$ cat src/rtl/axi_lite_slave_mem.sv
// rtl/axi_lite_slave_mem.sv - AXI4-Lite slave word memory with byte strobes, SLVERR decode and error counter
module axi_lite_slave_mem #(
  parameter int DATA_WIDTH  = 32,
  parameter int ADDR_WIDTH  = 32,
  parameter int DEPTH       = 32,
  parameter int ADDR_LSB    = 0,
  localparam int STRB_WIDTH = DATA_WIDTH / 8
) (
  input  logic                  s_axi_aclk,
  input  logic                  s_axi_areset,
  input  logic [ADDR_WIDTH-1:0] s_axi_awaddr,
  input  logic                  s_axi_awvalid,
  output logic                  s_axi_awready,
  input  logic [DATA_WIDTH-1:0] s_axi_wdata,
  input  logic [STRB_WIDTH-1:0] s_axi_wstrb,
  input  logic                  s_axi_wvalid,
  output logic                  s_axi_wready,
  output logic [1:0]            s_axi_bresp,
  output logic                  s_axi_bvalid,
  input  logic                  s_axi_bready,
  input  logic [ADDR_WIDTH-1:0] s_axi_araddr,
  input  logic                  s_axi_arvalid,
  output logic                  s_axi_arready,
  output logic [DATA_WIDTH-1:0] s_axi_rdata,
  output logic [1:0]            s_axi_rresp,
  output logic                  s_axi_rvalid,
  input  logic                  s_axi_rready,
  output logic [31:0]           o_err_cnt
);

  localparam int IDX_W = (DEPTH > 1) ? $clog2(DEPTH) : 1;
  localparam logic [1:0] RESP_OKAY   = 2'b00;
  localparam logic [1:0] RESP_SLVERR = 2'b10;

  typedef enum logic {W_IDLE, W_RESP} w_state_e;
  typedef enum logic {R_IDLE, R_DATA} r_state_e;

  w_state_e w_state_q, w_state_d;
  r_state_e r_state_q, r_state_d;

  logic                  aw_held_q, aw_held_d, w_held_q, w_held_d;
  logic                  awready_q, awready_d, wready_q, wready_d;
  logic                  bvalid_q, bvalid_d;
  logic [1:0]            bresp_q, bresp_d;
  logic [ADDR_WIDTH-1:0] awaddr_q;
  logic [DATA_WIDTH-1:0] wdata_q;
  logic [STRB_WIDTH-1:0] wstrb_q;

  logic                  arready_q, arready_d, rvalid_q, rvalid_d;
  logic [1:0]            rresp_q, rresp_d;
  logic [DATA_WIDTH-1:0] rdata_q, rdata_d;

  logic [31:0]           err_cnt_q, err_cnt_d;
  logic [DATA_WIDTH-1:0] mem_q [DEPTH];

  logic                  aw_hs, w_hs, ar_hs, aw_have, w_have, w_fire, w_err, r_err, mem_we;
  logic [ADDR_WIDTH-1:0] waddr, widx_full, ridx_full;
  logic [IDX_W-1:0]      widx, ridx;
  logic [DATA_WIDTH-1:0] wdata_sel;
  logic [STRB_WIDTH-1:0] wstrb_sel;
  logic [1:0]            err_inc;
  logic [32:0]           err_sum;

  assign s_axi_awready = awready_q;
  assign s_axi_wready  = wready_q;
  assign s_axi_bvalid  = bvalid_q;
  assign s_axi_bresp   = bresp_q;
  assign s_axi_arready = arready_q;
  assign s_axi_rvalid  = rvalid_q;
  assign s_axi_rresp   = rresp_q;
  assign s_axi_rdata   = rdata_q;
  assign o_err_cnt     = err_cnt_q;

  // A beat counts as present if it was latched earlier or is being accepted this cycle
  assign aw_hs     = s_axi_awvalid && awready_q;
  assign w_hs      = s_axi_wvalid && wready_q;
  assign aw_have   = aw_held_q || aw_hs;
  assign w_have    = w_held_q || w_hs;
  assign w_fire    = (w_state_q == W_IDLE) && aw_have && w_have;
  assign waddr     = aw_held_q ? awaddr_q : s_axi_awaddr;
  assign wdata_sel = w_held_q ? wdata_q : s_axi_wdata;
  assign wstrb_sel = w_held_q ? wstrb_q : s_axi_wstrb;
  assign widx_full = waddr >> ADDR_LSB;
  assign widx      = widx_full[IDX_W-1:0];
  assign w_err     = widx_full >= ADDR_WIDTH'(DEPTH);
  assign mem_we    = w_fire && !w_err;

  assign ar_hs     = s_axi_arvalid && arready_q;
  assign ridx_full = s_axi_araddr >> ADDR_LSB;
  assign ridx      = ridx_full[IDX_W-1:0];
  assign r_err     = ridx_full >= ADDR_WIDTH'(DEPTH);

  // Write FSM: collect AW and W in any order, then issue one B response.
  // Readies are registered from the current state, so they return one idle cycle after a response.
  always_comb begin
    w_state_d = w_state_q;
    aw_held_d = aw_held_q;
    w_held_d  = w_held_q;
    awready_d = 1'b0;
    wready_d  = 1'b0;
    bvalid_d  = bvalid_q;
    bresp_d   = bresp_q;
    case (w_state_q)
      W_IDLE: begin
        if (w_fire) begin
          aw_held_d = 1'b0;
          w_held_d  = 1'b0;
          bvalid_d  = 1'b1;
          bresp_d   = w_err ? RESP_SLVERR : RESP_OKAY;
          w_state_d = W_RESP;
        end else begin
          aw_held_d = aw_have;
          w_held_d  = w_have;
          awready_d = !aw_have;
          wready_d  = !w_have;
        end
      end
      W_RESP: begin
        if (s_axi_bready) begin
          bvalid_d  = 1'b0;
          bresp_d   = RESP_OKAY;
          w_state_d = W_IDLE;
        end
      end
      default: w_state_d = W_IDLE;
    endcase
  end

  // Write channel state, handshake registers and latched AW/W beats
  always_ff @(posedge s_axi_aclk or posedge s_axi_areset) begin
    if (s_axi_areset) begin
      w_state_q <= W_IDLE;
      aw_held_q <= 1'b0;
      w_held_q  <= 1'b0;
      awready_q <= 1'b0;
      wready_q  <= 1'b0;
      bvalid_q  <= 1'b0;
      bresp_q   <= RESP_OKAY;
      awaddr_q  <= '0;
      wdata_q   <= '0;
      wstrb_q   <= '0;
    end else begin
      w_state_q <= w_state_d;
      aw_held_q <= aw_held_d;
      w_held_q  <= w_held_d;
      awready_q <= awready_d;
      wready_q  <= wready_d;
      bvalid_q  <= bvalid_d;
      bresp_q   <= bresp_d;
      if (aw_hs) awaddr_q <= s_axi_awaddr;
      if (w_hs) begin
        wdata_q <= wdata_sel;
        wstrb_q <= s_axi_wstrb;
      end
    end
  end

  // Read FSM: capture data at the AR handshake (old memory contents), hold until rready
  always_comb begin
    r_state_d = r_state_q;
    arready_d = 1'b0;
    rvalid_d  = rvalid_q;
    rdata_d   = rdata_q;
    rresp_d   = rresp_q;
    case (r_state_q)
      R_IDLE: begin
        if (ar_hs) begin
          rvalid_d  = 1'b1;
          rdata_d   = r_err ? '0 : mem_q[ridx];
          rresp_d   = r_err ? RESP_SLVERR : RESP_OKAY;
          r_state_d = R_DATA;
        end else begin
          arready_d = 1'b1;
        end
      end
      R_DATA: begin
        if (s_axi_rready) begin
          rvalid_d  = 1'b0;
          r_state_d = R_IDLE;
        end
      end
      default: r_state_d = R_IDLE;
    endcase
  end

  // Read channel state and response registers
  always_ff @(posedge s_axi_aclk or posedge s_axi_areset) begin
    if (s_axi_areset) begin
      r_state_q <= R_IDLE;
      arready_q <= 1'b0;
      rvalid_q  <= 1'b0;
      rdata_q   <= '0;
      rresp_q   <= RESP_OKAY;
    end else begin
      r_state_q <= r_state_d;
      arready_q <= arready_d;
      rvalid_q  <= rvalid_d;
      rdata_q   <= rdata_d;
      rresp_q   <= rresp_d;
    end
  end

  // Memory array: cleared on reset, byte-lane write when a decoded write fires
  always_ff @(posedge s_axi_aclk or posedge s_axi_areset) begin
    if (s_axi_areset) begin
      for (int i = 0; i < DEPTH; i++) mem_q[i] <= '0;
    end else if (mem_we) begin
      for (int b = 0; b < STRB_WIDTH; b++) begin
        if (wstrb_sel[b]) mem_q[widx][8*b +: 8] <= wdata_sel[8*b +: 8];
      end
    end
  end

  // Saturating SLVERR counter; a write and a read error on the same edge add two
  assign err_inc   = {1'b0, w_fire && w_err} + {1'b0, ar_hs && r_err};
  assign err_sum   = {1'b0, err_cnt_q} + {31'b0, err_inc};
  assign err_cnt_d = err_sum[32] ? 32'hFFFF_FFFF : err_sum[31:0];

  // Error counter register
  always_ff @(posedge s_axi_aclk or posedge s_axi_areset) begin
    if (s_axi_areset) err_cnt_q <= '0;
    else              err_cnt_q <= err_cnt_d;
  end

endmodule
$ cat config.mk
export PLATFORM = sky130hd
export DESIGN_NAME = axi_lite_slave_mem
export DESIGN_NICKNAME = d
export VERILOG_FILES = /design/src/rtl/axi_lite_slave_mem.sv
export SDC_FILE = /design/constraint.sdc
export NUM_CORES = 2
export LEC_CHECK = 0
export CAP_MARGIN = 10
export CORE_ASPECT_RATIO = 1.1
export CORE_MARGIN = 2
export CORE_UTILIZATION = 55
export CTS_BUF_LIST = sky130_fd_sc_hd__clkbuf_4
export DETAILED_ROUTE_END_ITERATION = 16
export MAX_ROUTING_LAYER = met4
export PLACE_DENSITY = 0.7
export SYNTH_ARGS = -nofsm -noshare
export SYNTH_HDL_FRONTEND = slang
export SYNTH_SLANG_ARGS = --single-unit
$ cat constraint.sdc
create_clock -name s_axi_aclk -period 60.1 [get_ports s_axi_aclk]
set_clock_uncertainty 0.15 [all_clocks]
set_input_delay 15.025 -clock s_axi_aclk [delete_from_list [all_inputs] [get_ports s_axi_aclk]]
set_output_delay 15.025 -clock s_axi_aclk [all_outputs]
set_load 0.01 [all_outputs]
==> impl_metrics.toml <==
[critical_path]
critical_path_arrival_ns = 20.05
regToRegSetupSlack_ns = 54.69
start_kind = "input port"
critical_path_buf_inv_count = 2
timing.critical_path.depth = 12
r2r_end = "o_err_cnt[29]$_DFF_PP0_"
crit_chain = "clkdlybuf4s50_1 > a21oi_1 > or3_4 > or2_2 > fa_1 > inv_1 > ha_1 > nand3_1 > nor3_2 > nand4_1 > and4_1 > a21oi_1"
worst_path_dominant_cell_family = "simple AND/OR/NAND/NOR gates"
cp_common_cell = "a21oi_1"
slowest_delay_ns = 0.94
end_kind = "flop"
critPathMaxFanout = 36
worst_path_max_delay_cell = "nand4_1"
r2r.worst_path.cells = 12
critical_path_class = "input port to flop"
timing.rr.start = "aw_held_q$_DFFE_PP0N_"
worst-endpoint-required_ns = 61.00

[synth]
syn-instance-count = 3724
synth-warning-count = 0
mappedNetlistArea_um2 = 56000
synth_top_area_share_pct = 52.1
synthDistinctLibCells = 61
synth-edff-count = 0
synth.top_cells.by_area = "dfrtp_1 52%, mux2_2 15%, mux4_2 7.8%, mux2_4 6.2%, mux2_1 6.2%"
syn_avg_cell_area_um2 = 15.0
asyncSetResetFlopFracSynth_pct = 100
ff_latch_count_synth = 1167
postSynth.topFlopCell = "dfrtp_1"
yosysTopAreaCell = "dfrtp_1"
yosysSeqAreaShare_pct = 52.1

[clock_network]
cts_setup_buffers = 0
clkSinkCount = 1167
cts-resized-gates = 0
clock-root-buffer = "clkbuf_4"
worstSkewPairLatency_ns = 1.19
cts_tree = "built"
cts_hold_buf = 0
htree_levels = 5
tritoncts.num_buffers = 321
cts-root-to-sink-buffers = 4
clkTransAtPathRegs_ns = 0.06

[hold_path]
hold_path_end = "wdata_q[26]$_DFFE_PP0P_"
timing.hold.worst.class = "flop to flop"
hold_path_startpoint = "wdata_q[26]$_DFFE_PP0P_"
hold_depth = 2

[sta]
total_count_of_max_transition_violations_in_the_final_report = 0
finalCritPeriodShare_pct = 31.9
holdWs_ns = 0.321
fin_crit_ns = 19.16
finalSetupViolCount = 0
finalHoldViolCount = 0
max-slew-margin-rel_pct = 22.4
final.setup.tns_ns = 0
maxClockFrequency_mhz = 52.2
grt_setup_unrepaired = "false"
worstMarginPinSlew_ns = 1.16

[cells_and_area]
layout.cells.most_common_list = "1166 x dfrtp_1, 745 x mux2_2, 462 x clkbuf_4"
layout_commonest_cell = "dfrtp_1"
drive_above_1_share_pct = 44.5
final_net_count = 4112
fin_cells = 5509
utilization_pct = 62.0
area_delta_synth_final_pct = 11.5

[power]
power.static_leakage_nw = 30.9
internal-power_mw = 1.25
combinationalPowerShare_pct = 14.7
total_switching_power_mw = 0.538
sw_frac_of_total_pct = 30.1
power_per_cell_area_nw_per_um2 = 28.6
pwr-share-seq_pct = 46.8
max-vdd-ir-drop_mv = 0.0177
share_clk_of_total_power_pct = 38.5

[grt]
globalRouteOverflowTotal = 0
grt_pass1_vias = 35400
antenna_found_initial = 6
groute.usage.overall_pct = 28.0
largest_net_degree_at_the_start_of_global_routing = 171
grt_first_pass_wirelength_mm = 216

[status]
result_of_the_run = "completed"

[floorplan]
fp.dieW_um = 308
core_area_um2 = 101000
die_height_um = 339
design.die.area_um2 = 104000
number_of_top_level_design_ports = 180
initial_utilization_pct = 55.6
num_rows = 122

[route]
route.final.wire_length_mm = 138
detail_route.drc_violations = 0
detail_route.iter0.violations = 2449
post_drt_wl_per_cell_um = 25.0
drt-vias-per-instance = 6.03
vias = 33200
drt-pass1-iter-count = 5
drt.antenna.violating_nets = 0

[placed_design]
placed_cells_incl_taps = 4981
dpl.hpwl_mm = 82.6
count_of_buffers_from_port_buffering = 177
gp_routability_congestion = 0.789

[run]
drv_cap = 0
-- area by class of cell --
| cell class | instances | area, um^2 |
|---|---|---|
| inverter | 10 | 45.0 |
| multi-input combinational | 2282 | 25600 |
| tap | 1302 | 1630 |
| timing repair buffer | 220 | 2160 |
| clock buffer | 462 | 3470 |
| clock inverter | 59 | 342 |
| sequential | 1167 | 29200 |
| antenna | 7 | 17.5 |
| fill | 7808 | 38300 |
-- tightest hold or removal path: stages, from the launching register on --
cell	delay, ns
dfrtp_1	0.34
nand2_1	0.05
nand2_1	0.05
-- worst max-delay path by stage --
stage / from / endpoint / slack (ns)
finish: s_axi_wvalid / o_err_cnt[29]$_DFF_PP0_ / 40.94
global route: s_axi_wvalid / o_err_cnt[29]$_DFF_PP0_ / 40.58
CTS: s_axi_wvalid / o_err_cnt[29]$_DFF_PP0_ / 41.07
detailed placement: s_axi_wvalid / o_err_cnt[29]$_DFF_PP0_ / 39.81
global placement: s_axi_wvalid / o_err_cnt[29]$_DFF_PP0_ / 39.83
floorplan: s_axi_areset / aw_held_q$_DFFE_PP0N_ / 12.05
-- per-stage QoR --
step	area [um^2]	power [mW]	worst slack, ns
after floorplan	56000	1.02	12.05
after global placement	58600	1.11	39.83
after detailed placement	58600	1.11	39.81
after CTS	62400	1.81	41.07
after global routing	62400	1.87	40.58
final	62400	1.79	40.94
-- synthesized netlist by cell type, drive strengths merged (2+ instances only) --
cell    count
clkbuf    162
a31oi       8
nor2       17
nor4       18
dfrtp    1167
mux2     1284
a21oi      15
or3         2
o22a        2
o22ai      62
nand2b     37
ha          2
o21ai     103
xnor2       4
inv        10
nor2b       2
nand3b      2
mux4      193
o221ai     33
and4        4
a21boi      4
nor4b       5
or2         2
nor3       41
and2        2
and3       14
buf       104
nand3     177
nor4bb      2
xor2       13
a22oi       2
mux2i       2
nand2     208
nand4      11
-- power groups by stage --
stage	Sequential (mW)	Combinational [mW]	Clock, mW
3_5_place_dp	0.850	0.263	0
3_3_place_gp	0.849	0.261	0
4_1_cts	0.835	0.264	0.706
6_report	0.836	0.262	0.688
5_1_grt	0.838	0.284	0.752
2_1_floorplan	0.846	0.175	0
-- logic make-up after synthesis --
kind of cell | share of synthesized area (%)
DFF | 52.1
adders and majority gates | 0.0804
xor gates and xnor gates | 0.266
and+or+nand+nor | 7.33
muxes | 35.2
buffers and inverters | 2.35
AOI/OAI and AO/OA | 2.67
other | 0.00670
-- sequential cells by signal, indices dropped and copies added (netlist names), 4 cells and up --
name         cells
awaddr_q        32
mem_q         1024
o_err_cnt       32
s_axi_rdata     32
wdata_q         32
wstrb_q          4
-- layer usage --
| layer | track usage, % | share of wire [%] | wire, um |
|---|---|---|---|
| met2 | 42.2 | 47 | 65000 |
| met4 | 9.14 | 2.6 | 3540 |
| met1 | 38.1 | 44 | 61000 |
| met3 | 5.93 | 6.0 | 8290 |
| met5 | - | 0 | 0 |
Power figures use the tool's default switching activity.
